--- config.mk ---
export PLATFORM = sky130hd
export DESIGN_NAME = pipe_hazard_ctrl_flat
export DESIGN_NICKNAME = d
export VERILOG_FILES = /design/src/rtl/pipe_hazard_ctrl_if.sv /design/src/rtl/pipe_hazard_ctrl.sv /design/src/flat_wrapper.sv
export SDC_FILE = /design/constraint.sdc
export NUM_CORES = 1
export LEC_CHECK = 0
export ABC_AREA = 0
export CORE_MARGIN = 5
export CORE_UTILIZATION = 47
export CTS_BUF_LIST = sky130_fd_sc_hd__clkbuf_8 sky130_fd_sc_hd__clkbuf_16
export DETAILED_ROUTE_END_ITERATION = 10
export PLACE_DENSITY_LB_ADDON = 0.25
export SLEW_MARGIN = 20
export SYNTH_ARGS = -nofsm -noshare
export SYNTH_HDL_FRONTEND = slang
export SYNTH_SLANG_ARGS = --single-unit
--- constraint.sdc ---
create_clock -name clk -period 3.7 [get_ports clk]
set_input_delay 0.74 -clock clk [delete_from_list [all_inputs] [get_ports clk]]
set_output_delay 0.74 -clock clk [all_outputs]
set_load 0.05 [all_outputs]
--- src/rtl/pipe_hazard_ctrl_if.sv ---
// ---------------------------------------------------------------------------
// pipe_hazard_ctrl_if
// Bundle between the IF/ID register, the datapath and the hazard controller.
//   master : drives the IF/ID instruction fields and the branch resolution
//            pulse, and observes the controller outputs.
//   slave  : the controller itself.
// Signals:
//   id_valid, opcode, funct, rs, rt, rd  IF/ID instruction fields
//   br_resolve, br_taken                 beq outcome from the MEM stage
//   control                              9-bit control word for ID/EX
//   pc_write, if_id_write, if_id_flush   fetch-side enables
//   fwd_a, fwd_b                         forwarding selects (0 rf, 1 EX/MEM, 2 MEM/WB)
//   illegal, br_timeout                  status pulses
//   stall_cnt                            saturating bubble counter
// ---------------------------------------------------------------------------
interface pipe_hazard_ctrl_if #(
  parameter int PERF_W = 16
);
  logic              id_valid;
  logic [5:0]        opcode;
  logic [5:0]        funct;
  logic [4:0]        rs;
  logic [4:0]        rt;
  logic [4:0]        rd;
  logic              br_resolve;
  logic              br_taken;
  logic [8:0]        control;
  logic              pc_write;
  logic              if_id_write;
  logic              if_id_flush;
  logic [1:0]        fwd_a;
  logic [1:0]        fwd_b;
  logic              illegal;
  logic              br_timeout;
  logic [PERF_W-1:0] stall_cnt;

  modport master (
    output id_valid, opcode, funct, rs, rt, rd, br_resolve, br_taken,
    input  control, pc_write, if_id_write, if_id_flush, fwd_a, fwd_b,
           illegal, br_timeout, stall_cnt
  );

  modport slave (
    input  id_valid, opcode, funct, rs, rt, rd, br_resolve, br_taken,
    output control, pc_write, if_id_write, if_id_flush, fwd_a, fwd_b,
           illegal, br_timeout, stall_cnt
  );
endinterface

--- src/rtl/pipe_hazard_ctrl.sv ---
// ---------------------------------------------------------------------------
// pipe_hazard_ctrl
// Pipeline controller for a 5-stage MIPS datapath. Decodes the ID-stage
// instruction into the control word, tracks in-flight destinations in a
// 3-entry scoreboard (EX/MEM/WB), inserts bubbles on RAW hazards and freezes
// fetch while a beq is unresolved.
// Ports:
//   clk    rising-edge clock
//   reset  synchronous, active-high
//   bus    pipe_hazard_ctrl_if.slave (instruction fields in, enables out)
// Parameters:
//   BR_TIMEOUT  BR_WAIT cycles before a forced not-taken exit
//   PERF_W      width of the saturating stall counter
// Build option:
//   PIPE_HAZARD_CTRL_FWD_EN  enables forwarding selects; only load-use stalls.
// ---------------------------------------------------------------------------
module pipe_hazard_ctrl #(
  parameter int BR_TIMEOUT = 4,
  parameter int PERF_W     = 16
) (
  input logic               clk,
  input logic               reset,
  pipe_hazard_ctrl_if.slave bus
);

  localparam int TMR_W = $clog2(BR_TIMEOUT + 1);

  localparam logic [5:0] OP_RTYPE = 6'h00;
  localparam logic [5:0] OP_LW    = 6'h23;
  localparam logic [5:0] OP_SW    = 6'h2B;
  localparam logic [5:0] OP_BEQ   = 6'h04;

  localparam logic [8:0] CTL_RTYPE = 9'b1_0_0_1_0_0_0_00;
  localparam logic [8:0] CTL_LW    = 9'b0_1_1_1_1_0_0_01;
  localparam logic [8:0] CTL_SW    = 9'b0_1_0_0_0_1_0_10;
  localparam logic [8:0] CTL_BEQ   = 9'b0_0_0_0_0_0_1_11;

  typedef enum logic [0:0] {RUN, BR_WAIT} state_t;

  typedef struct packed {
    logic       v;
    logic       wr;
    logic       mr;
    logic [4:0] dest;
  } sb_entry_t;

  state_t            state_q, state_d;
  logic [TMR_W-1:0]  timer_q, timer_d;
  logic [PERF_W-1:0] stall_q, stall_d;
  sb_entry_t         sb_ex_q, sb_ex_d;
  sb_entry_t         sb_mem_q, sb_mem_d;
  sb_entry_t         sb_wb_q, sb_wb_d;

  logic [8:0] ctl_dec;
  logic       illegal_dec;
  logic       use_rs, use_rt;
  logic [4:0] dest_dec;
  logic       raw;

  logic [8:0] control;
  logic       pc_write, if_id_write, if_id_flush, br_to, issue, illegal;
  logic [1:0] fwd_a, fwd_b;

  function automatic logic is_writer(input sb_entry_t e);
    return e.v && e.wr && (e.dest != 5'd0);
  endfunction

  function automatic logic src_hit(input sb_entry_t e, input logic use_src,
                                   input logic [4:0] r);
    return use_src && is_writer(e) && (e.dest == r);
  endfunction

  // Select is evaluated in ID for the cycle the instruction sits in EX: the
  // current EX entry will then be in EX/MEM, the current MEM entry in MEM/WB.
  function automatic logic [1:0] fwd_sel(input sb_entry_t ex, input sb_entry_t mem,
                                         input logic use_src, input logic [4:0] r);
    if (src_hit(ex, use_src, r))  return 2'd1;
    if (src_hit(mem, use_src, r)) return 2'd2;
    return 2'd0;
  endfunction

  function automatic logic [PERF_W-1:0] sat_inc(input logic [PERF_W-1:0] c);
    return (&c) ? c : c + {{(PERF_W-1){1'b0}}, 1'b1};
  endfunction

  always_comb begin
    ctl_dec     = '0;
    illegal_dec = 1'b0;
    use_rs      = 1'b0;
    use_rt      = 1'b0;
    dest_dec    = '0;
    if (bus.id_valid) begin
      case (bus.opcode)
        OP_RTYPE: begin ctl_dec = CTL_RTYPE; use_rs = 1'b1; use_rt = 1'b1; dest_dec = bus.rd; end
        OP_LW:    begin ctl_dec = CTL_LW;    use_rs = 1'b1;                dest_dec = bus.rt; end
        OP_SW:    begin ctl_dec = CTL_SW;    use_rs = 1'b1; use_rt = 1'b1; end
        OP_BEQ:   begin ctl_dec = CTL_BEQ;   use_rs = 1'b1; use_rt = 1'b1; end
        default:  illegal_dec = 1'b1;
      endcase
    end
  end

`ifdef PIPE_HAZARD_CTRL_FWD_EN
  // Only a load in EX cannot be forwarded in time.
  assign raw = sb_ex_q.mr &&
               (src_hit(sb_ex_q, use_rs, bus.rs) || src_hit(sb_ex_q, use_rt, bus.rt));
`else
  // WB writes the register file before ID reads it, so only EX/MEM conflict.
  assign raw = src_hit(sb_ex_q,  use_rs, bus.rs) || src_hit(sb_ex_q,  use_rt, bus.rt) ||
               src_hit(sb_mem_q, use_rs, bus.rs) || src_hit(sb_mem_q, use_rt, bus.rt);
`endif

  always_comb begin
    state_d     = state_q;
    timer_d     = timer_q;
    stall_d     = stall_q;
    sb_ex_d     = '0;
    sb_mem_d    = sb_ex_q;
    sb_wb_d     = sb_mem_q;
    control     = '0;
    pc_write    = 1'b1;
    if_id_write = 1'b1;
    if_id_flush = 1'b0;
    br_to       = 1'b0;
    issue       = 1'b0;
    fwd_a       = 2'd0;
    fwd_b       = 2'd0;

    case (state_q)
      RUN: begin
        if (raw) begin
          pc_write    = 1'b0;
          if_id_write = 1'b0;
          stall_d     = sat_inc(stall_q);
        end else begin
          control = ctl_dec;
          issue   = bus.id_valid && !illegal_dec;
`ifdef PIPE_HAZARD_CTRL_FWD_EN
          if (issue) begin
            fwd_a = fwd_sel(sb_ex_q, sb_mem_q, use_rs, bus.rs);
            fwd_b = fwd_sel(sb_ex_q, sb_mem_q, use_rt, bus.rt);
          end
`endif
          if (issue && bus.opcode == OP_BEQ) begin
            state_d = BR_WAIT;
            timer_d = TMR_W'(BR_TIMEOUT);
          end
        end
      end
      default: begin
        pc_write    = 1'b0;
        if_id_write = 1'b0;
        stall_d     = sat_inc(stall_q);
        timer_d     = timer_q - TMR_W'(1);
        if (bus.br_resolve) begin
          state_d  = RUN;
          pc_write = 1'b1;
          if (bus.br_taken) if_id_flush = 1'b1;
          else              if_id_write = 1'b1;
        end else if (timer_q == TMR_W'(1)) begin
          // Timer reaches zero this cycle: report and fall through as not-taken.
          state_d     = RUN;
          br_to       = 1'b1;
          pc_write    = 1'b1;
          if_id_write = 1'b1;
        end
      end
    endcase

    if (issue) sb_ex_d = '{v: 1'b1, wr: ctl_dec[5], mr: ctl_dec[4], dest: dest_dec};

    illegal = illegal_dec;
    if (reset) begin
      control     = '0;
      pc_write    = 1'b0;
      if_id_write = 1'b0;
      if_id_flush = 1'b1;
      fwd_a       = 2'd0;
      fwd_b       = 2'd0;
      illegal     = 1'b0;
      br_to       = 1'b0;
    end
  end

  always_ff @(posedge clk) begin
    if (reset) begin
      state_q  <= RUN;
      timer_q  <= '0;
      stall_q  <= '0;
      sb_ex_q  <= '0;
      sb_mem_q <= '0;
      sb_wb_q  <= '0;
    end else begin
      state_q  <= state_d;
      timer_q  <= timer_d;
      stall_q  <= stall_d;
      sb_ex_q  <= sb_ex_d;
      sb_mem_q <= sb_mem_d;
      sb_wb_q  <= sb_wb_d;
    end
  end

  assign bus.control     = control;
  assign bus.pc_write    = pc_write;
  assign bus.if_id_write = if_id_write;
  assign bus.if_id_flush = if_id_flush;
  assign bus.fwd_a       = fwd_a;
  assign bus.fwd_b       = fwd_b;
  assign bus.illegal     = illegal;
  assign bus.br_timeout  = br_to;
  assign bus.stall_cnt   = stall_q;

  // funct and some scoreboard fields are carried for the datapath's benefit
  // but not consulted by every build of the stall logic.
  logic sb_unused;
  assign sb_unused = ^{bus.funct, sb_ex_q, sb_mem_q, sb_wb_q};

endmodule

--- src/flat_wrapper.sv ---
// flat-port wrapper written by rule: the top's interface ports become plain ports
module pipe_hazard_ctrl_flat 
#(
  parameter int BR_TIMEOUT = 4,
  parameter int PERF_W     = 16
)
  (clk, reset, bus_id_valid, bus_opcode, bus_funct, bus_rs, bus_rt, bus_rd, bus_br_resolve, bus_br_taken, bus_control, bus_pc_write, bus_if_id_write, bus_if_id_flush, bus_fwd_a, bus_fwd_b, bus_illegal, bus_br_timeout, bus_stall_cnt);
  pipe_hazard_ctrl_if #(.PERF_W(PERF_W)) bus_i ();
  input logic clk;
  input logic reset;
  input wire logic [$bits(bus_i.id_valid)-1:0] bus_id_valid;
  input wire logic [$bits(bus_i.opcode)-1:0] bus_opcode;
  input wire logic [$bits(bus_i.funct)-1:0] bus_funct;
  input wire logic [$bits(bus_i.rs)-1:0] bus_rs;
  input wire logic [$bits(bus_i.rt)-1:0] bus_rt;
  input wire logic [$bits(bus_i.rd)-1:0] bus_rd;
  input wire logic [$bits(bus_i.br_resolve)-1:0] bus_br_resolve;
  input wire logic [$bits(bus_i.br_taken)-1:0] bus_br_taken;
  output wire logic [$bits(bus_i.control)-1:0] bus_control;
  output wire logic [$bits(bus_i.pc_write)-1:0] bus_pc_write;
  output wire logic [$bits(bus_i.if_id_write)-1:0] bus_if_id_write;
  output wire logic [$bits(bus_i.if_id_flush)-1:0] bus_if_id_flush;
  output wire logic [$bits(bus_i.fwd_a)-1:0] bus_fwd_a;
  output wire logic [$bits(bus_i.fwd_b)-1:0] bus_fwd_b;
  output wire logic [$bits(bus_i.illegal)-1:0] bus_illegal;
  output wire logic [$bits(bus_i.br_timeout)-1:0] bus_br_timeout;
  output wire logic [$bits(bus_i.stall_cnt)-1:0] bus_stall_cnt;
  assign bus_i.id_valid = bus_id_valid;
  assign bus_i.opcode = bus_opcode;
  assign bus_i.funct = bus_funct;
  assign bus_i.rs = bus_rs;
  assign bus_i.rt = bus_rt;
  assign bus_i.rd = bus_rd;
  assign bus_i.br_resolve = bus_br_resolve;
  assign bus_i.br_taken = bus_br_taken;
  assign bus_control = bus_i.control;
  assign bus_pc_write = bus_i.pc_write;
  assign bus_if_id_write = bus_i.if_id_write;
  assign bus_if_id_flush = bus_i.if_id_flush;
  assign bus_fwd_a = bus_i.fwd_a;
  assign bus_fwd_b = bus_i.fwd_b;
  assign bus_illegal = bus_i.illegal;
  assign bus_br_timeout = bus_i.br_timeout;
  assign bus_stall_cnt = bus_i.stall_cnt;
  pipe_hazard_ctrl #(.BR_TIMEOUT(BR_TIMEOUT), .PERF_W(PERF_W)) u_core (.clk(clk), .reset(reset), .bus(bus_i));
endmodule
**Yosys cells after proc, flatten, opt, wreduce, memory -nomap -nowiden**

Index checks and enable logic that the tools add are counted.

- Flip-flop bits (word level): 34
- Output and inout bits: 34

- $add $sub $neg: 2
- Equality and inequality tests: 9
- Mux-type cells: 44
- Bitwise logic cells: 2
- Reductions and logical operators: 29

Operators with widths:

| cell | number |
|---|---|
| $mux W16 | 3 |
| $mux W9 | 4 |
| $pmux W9 S4 | 1 |
| $mux W1 | 30 |
| $eq A5 B5 Y1 | 4 |
| $add A16 B1 Y16 const B | 1 |
| $reduce_and A16 Y1 | 1 |
| $logic_and A1 B1 Y1 | 14 |
| $eq A6 B6 Y1 const B | 2 |
| $pmux W5 S2 | 1 |
| $reduce_bool A5 Y1 | 2 |
| $mux W3 | 3 |
| $mux W8 | 1 |
| $eq A6 B3 Y1 const B | 1 |
| $logic_not A6 Y1 | 1 |
| $reduce_or A3 Y1 | 2 |
| $mux W5 | 1 |
| $reduce_bool A2 Y1 | 2 |
| $reduce_or A4 Y1 | 1 |
| $eq A3 B1 Y1 const B | 1 |
| $logic_or A1 B1 Y1 | 3 |
| $sub A3 B1 Y3 const B | 1 |
| $ne A2 B1 Y1 const B | 1 |
| $not A1 Y1 | 2 |
| other kinds (3) | 3 |

**Depth between registers and ports, before layout**

- Depth in word-level cells: 13
- Depth in mapped cells: 9
- Mapped depth without buffers: 7

**Least setup slack after synthesis**

OpenSTA, ideal clock, no wires.

- Kind: reg2out
- Start point: register u_core.sb_ex_q[0] in the netlist's numbering
- End point: output bus_pc_write
- Arrival time: 3.004 ns
- Required time: 2.960 ns
- Path slack: -0.044 ns
- Cell stages (with the launch flop): 7
- Buffers on the path: 0
- Cell sequence: dfxtp_1 > or4_1 > o211ai_4 > nor4_1 > o31ai_4 > a21oi_1 > a311oi_1

- Word-level cells in the longest chain between the ends: 10
- Elaborated cells on any way between the ends: 14

RTL lines:

| item | RTL line | text |
|---|---|---|
| start, declared | pipe_hazard_ctrl.sv:50 | `sb_entry_t sb_ex_q, sb_ex_d;` |
| start signal, assigned | pipe_hazard_ctrl.sv:190 | `sb_ex_q <= '0;` |
| start signal, assigned | pipe_hazard_ctrl.sv:197 | `sb_ex_q <= sb_ex_d;` |
| $reduce_bool A5 Y1 | pipe_hazard_ctrl.sv:65 | `return e.v && e.wr && (e.dest != 5'd0);` |
| $logic_and A1 B1 Y1 | pipe_hazard_ctrl.sv:65 |  |
| $logic_and A1 B1 Y1 (2 in series) | pipe_hazard_ctrl.sv:70 | `return use_src && is_writer(e) && (e.dest == r);` |
| $logic_or A1 B1 Y1 (*) (2 in series) | pipe_hazard_ctrl.sv:109 | `assign raw = src_hit(sb_ex_q, use_rs, bus.rs) \|\| src_hit(sb_ex_q, use_rt, bus.rt) \|\|` |
| $logic_or A1 B1 Y1 (*) | pipe_hazard_ctrl.sv:110 | `src_hit(sb_mem_q, use_rs, bus.rs) \|\| src_hit(sb_mem_q, use_rt, bus.rt);` |
| $mux W1 (*) | pipe_hazard_ctrl.sv:131 | `if (raw) begin` |
| $mux W1 (*) | pipe_hazard_ctrl.sv:129 | `case (state_q)` |
| $mux W1 (*) | pipe_hazard_ctrl.sv:173 | `if (reset) begin` |
| end, declared | flat_wrapper.sv:20 | `output wire logic [$bits(bus_i.pc_write)-1:0] bus_pc_write;` |

Every way passes the cells marked *; elsewhere a longest branch is shown, timed or not.

**Final worst setup path**

- Start point: input bus_opcode[1]
- End point: output bus_pc_write

- Word-level cells in the longest chain between the ends: 12
- Elaborated cells on any way between the ends: 24

RTL lines:

| item | RTL line | text |
|---|---|---|
| start, declared | flat_wrapper.sv:12 | `input wire logic [$bits(bus_i.opcode)-1:0] bus_opcode;` |
| $eq A6 B6 Y1, or another cell as far along | pipe_hazard_ctrl.sv:93 | `case (bus.opcode)` |
| $reduce_or A4 Y1 (no source line) / $reduce_or A3 Y1 (equally long branches) | n/a |  |
| $mux W1 | pipe_hazard_ctrl.sv:93 |  |
| $mux W1 | pipe_hazard_ctrl.sv:92 | `if (bus.id_valid) begin` |
| $logic_and A1 B1 Y1 (2 in series) | pipe_hazard_ctrl.sv:70 |  |
| $logic_or A1 B1 Y1 (2 in series) | pipe_hazard_ctrl.sv:109 |  |
| $logic_or A1 B1 Y1 (*) | pipe_hazard_ctrl.sv:110 |  |
| $mux W1 (*) | pipe_hazard_ctrl.sv:131 |  |
| $mux W1 (*) | pipe_hazard_ctrl.sv:129 |  |
| $mux W1 (*) | pipe_hazard_ctrl.sv:173 |  |

Marked as above.

==> metrics.txt <==
outcome=finished clean; Period minus WS final=3.55 ns; CP arrival=2.81 ns; Clock transition at path regs=0.07 ns; CTS sink count=34; CP delay by family, top=simple AND/OR/NAND/NOR gates; initial antenna violation count=0; post-synth cell types=51; critical path type=primary input to output pin; Pwr Density=246 mW/mm2; Buf+Inv Stages, Crit Path=2; Worst-Skew Late Latency=0.29 ns; final hold vios=0; Reg-to-Reg Start=u_core.sb_ex_q[0]$_SDFF_PP0_; 1st-iter DRT viols=103; CP endpoint kind=output pin; ys async rst share=0%; Final Setup Violations=0; Worst path max stage delay=0.43 ns; CTS max path bufs=2; Wirelength per Cell=14.1 um; worst setup margin=0.155 ns; Yosys warning total=0; # rows=24; Hold Path Stages=1; worst-path cell with the longest stage delay=or4_4; flop-to-flop setup slack=0.92 ns; busiest grt layer=met2; Final Max Tran Viols=0; number of hold buffers added after cts=0; DRC=0; total power=764 uW; drt via density=5.45; P&R area growth vs syn=42.9%; design area=0.00311 mm2; largest net degree at the start of global routing=26; dpl hpwl=4.18 mm; M1 GR Usage=24.0%; vias in the first global route=2030; first-pass GRT wire length=9.16 mm; TritonCTS Buffers=5; Least-Margin Pin Slew=0.753 ns; Post-synth EDFFs=0; Ports=66; logic depth of the worst register-to-register path=8; height of the die=78 um; fin cells=381; worst-path maximum fanout=4; worst vdd ir=0.180 mV; layout cells sized above 1=21.3%; grt met3 use=5.56%; Routed Antenna Nets=0; Nets=363; # diodes=0; DR vias=2075; 1st-pass router iterations=4; final WL=5.36 mm; # Max-Cap Violations=0; highest clock rate=282 MHz; Placed Area=0.00296 mm2; Worst Path Required=2.96 ns; Syn Inst Count=259; P_int=566 uW; count of input and output buffers=55; root buffer cell=clkbuf_8; Synth area leader=dfxtp_1; worst slack, placed=-0.0755 ns; clock share of power=38.0%; Die Area=0.00608 mm2; Synth top area share=31.3%; leakage=0.00116 uW; GR Util All Layers=18.0%; hold path startpoint=u_core.timer_q[1]$_SDFFE_PP0P_; capturing point of the worst reg2reg path=u_core.bus.stall_cnt[15]$_SDFFE_PP0P_; combinational group share of total power=14.0%; Mapped Avg Cell Area=8.39 um2; RePlAce Congestion=0.871; sequential fraction of the synthesis area=31.3%; TNS Setup=0 ns; Setup crit start kind=primary input; Slew headroom=49.6%; total gr overflow=0; unrepaired setup endpoints after global routing=no; die width=78 um; H-tree depth=2; net load switching power=199 uW; post-route clock period utilization=95.8%; Seq pwr share=48.0%; Core ar.=0.00441 mm2; Mapped Area=0.00217 mm2; #FFs+latches synth=34; synth top area cells=dfxtp_1 31%, xnor2_1 6.4%, nor2b_1 6.3%; initial core utilization=49.2%; worst path cell trace=clkdlybuf4s50_1 > or4_4 > o22a_4 > nor4_4 > o31ai_4 > a21oi_2 > a311oi_2 > buf_6; worst hold path endpoint=u_core.timer_q[1]$_SDFFE_PP0P_; Synth Flop Type=dfxtp_1; Worst Hold Class=flip-flop to flip-flop; sw frac=26.0%; Worst Skew=0.00344 ns; GRT met2 Usage=28.6%; TritonCTS clock tree=yes; Inst Count DP=371
==> worst reg2reg max path: stages (launching register included) <==
cell and delay [ns]:
dfxtp_1 0.36, or4_1 0.58, o211ai_4 0.22, nor4_4 0.08, buf_4 0.13, buf_4 0.12, nor3_2 0.56, o32ai_1 0.26
mux2_1 0.34
==> logic make-up (layout without fill, tap and decap cells) <==
kind of cell | after synthesis | after routing | synth area share [%]
AOI/OAI and AO/OA | 43 | 43 | 15.8
xor gates and xnor gates | 20 | 20 | 8.06
adders and majority gates | 3 | 3 | 1.73
buffers and inverters | 23 | 90 | 5.35
DFF | 34 | 34 | 31.3
muxes | 15 | 15 | 7.71
other | 1 | 4 | 0.173
and+or+nand+nor | 120 | 120 | 29.8
==> worst max-delay path by stage <==
stage / startpoint / cells after the start / endpoint
4_1_cts: bus_opcode[1] / 8 / bus_pc_write
6_report: bus_opcode[1] / 8 / bus_pc_write
3_5_place_dp: bus_opcode[1] / 8 / bus_if_id_write
2_1_floorplan: u_core.sb_ex_q[0]$_SDFF_PP0_ / 6 / bus_if_id_write
5_1_grt: u_core.sb_mem_q[0]$_SDFF_PP0_ / 8 / bus_control[6]
3_3_place_gp: bus_opcode[1] / 8 / bus_if_id_write
==> registers in the layout (all words and copies together) (netlist names) <==
signal	count
u_core.bus.stall_cnt	16
u_core.sb_mem_q	7
u_core.sb_ex_q	7
u_core.timer_q	3
u_core.state_q	1
==> power groups by stage <==
| stage | Combinational (uW) | Clock (uW) | Sequential [uW] |
|---|---|---|---|
| 6_report | 107 | 290 | 367 |
| 5_1_grt | 116 | 314 | 367 |
| 4_1_cts | 106 | 296 | 367 |
| 3_5_place_dp | 105 | 0 | 376 |
| 3_3_place_gp | 103 | 0 | 375 |
| 2_1_floorplan | 57.7 | 0 | 375 |
==> layout make-up <==
type,count,area (um2)
well taps,52,65.1
clock inverters,2,12.5
fillers,353,1310
repair buffers,73,816
flip-flops and latches,34,681
inverters,9,33.8
multi-input cells,205,1420
clock buffers,6,82.6
==> cells in the mapped netlist, types with 2 or more instances <==
cell type,n
o21ai_0,3
buf_4,6
nand3_1,12
clkbuf_1,7
ha_1,3
dfxtp_1,34
a211oi_1,4
nor3_1,7
a21oi_1,15
nand4_1,9
mux2_1,2
a22oi_1,5
mux2_2,12
xnor2_1,16
inv_1,9
o32ai_1,2
nor2_1,32
nor2b_1,22
nor4_1,4
xor2_1,4
and2_1,2
nand2_1,16
and3_1,3
or2_2,2
or4_1,2
==> cells in the final DEF (no fill, tap or decap), types with 5 or more instances in the layout <==
cell / instances
clkdlybuf4s50_1: 38
dfxtp_1: 34
nor2_1: 32
nor2b_1: 22
buf_4: 18
xnor2_1: 16
nand2_1: 16
a21oi_1: 14
nand3_1: 12
mux2_2: 12
buf_12: 12
inv_1: 9
nand4_1: 9
nor3_1: 7
clkbuf_8: 6
a22oi_1: 5
==> stage by stage <==
stage / hold WS [ns] / util (%)
3_5_place_dp: 0.481 / 67.0
2_1_floorplan: 0.465 / -
6_report: 0.495 / 70.4
3_3_place_gp: 0.476 / 67.0
5_1_grt: 0.539 / 70.4
4_1_cts: 0.498 / 69.5
==> layer usage <==
layer,part of all wire (%),wire length (um),vias up
li1,-,-,1050
met2,46,2480,65
met1,45,2400,952
met4,0.95,51,0
met5,0,0,-
met3,8.0,426,8
==> timing repair <==
item	CTS	global route
gates resized for setup	2	7
cloned	0	0
buffers inserted	0	2
setup endpoints to repair	4	9
pin swaps	0	6
No activity file was read; power rests on OpenSTA's default activity.
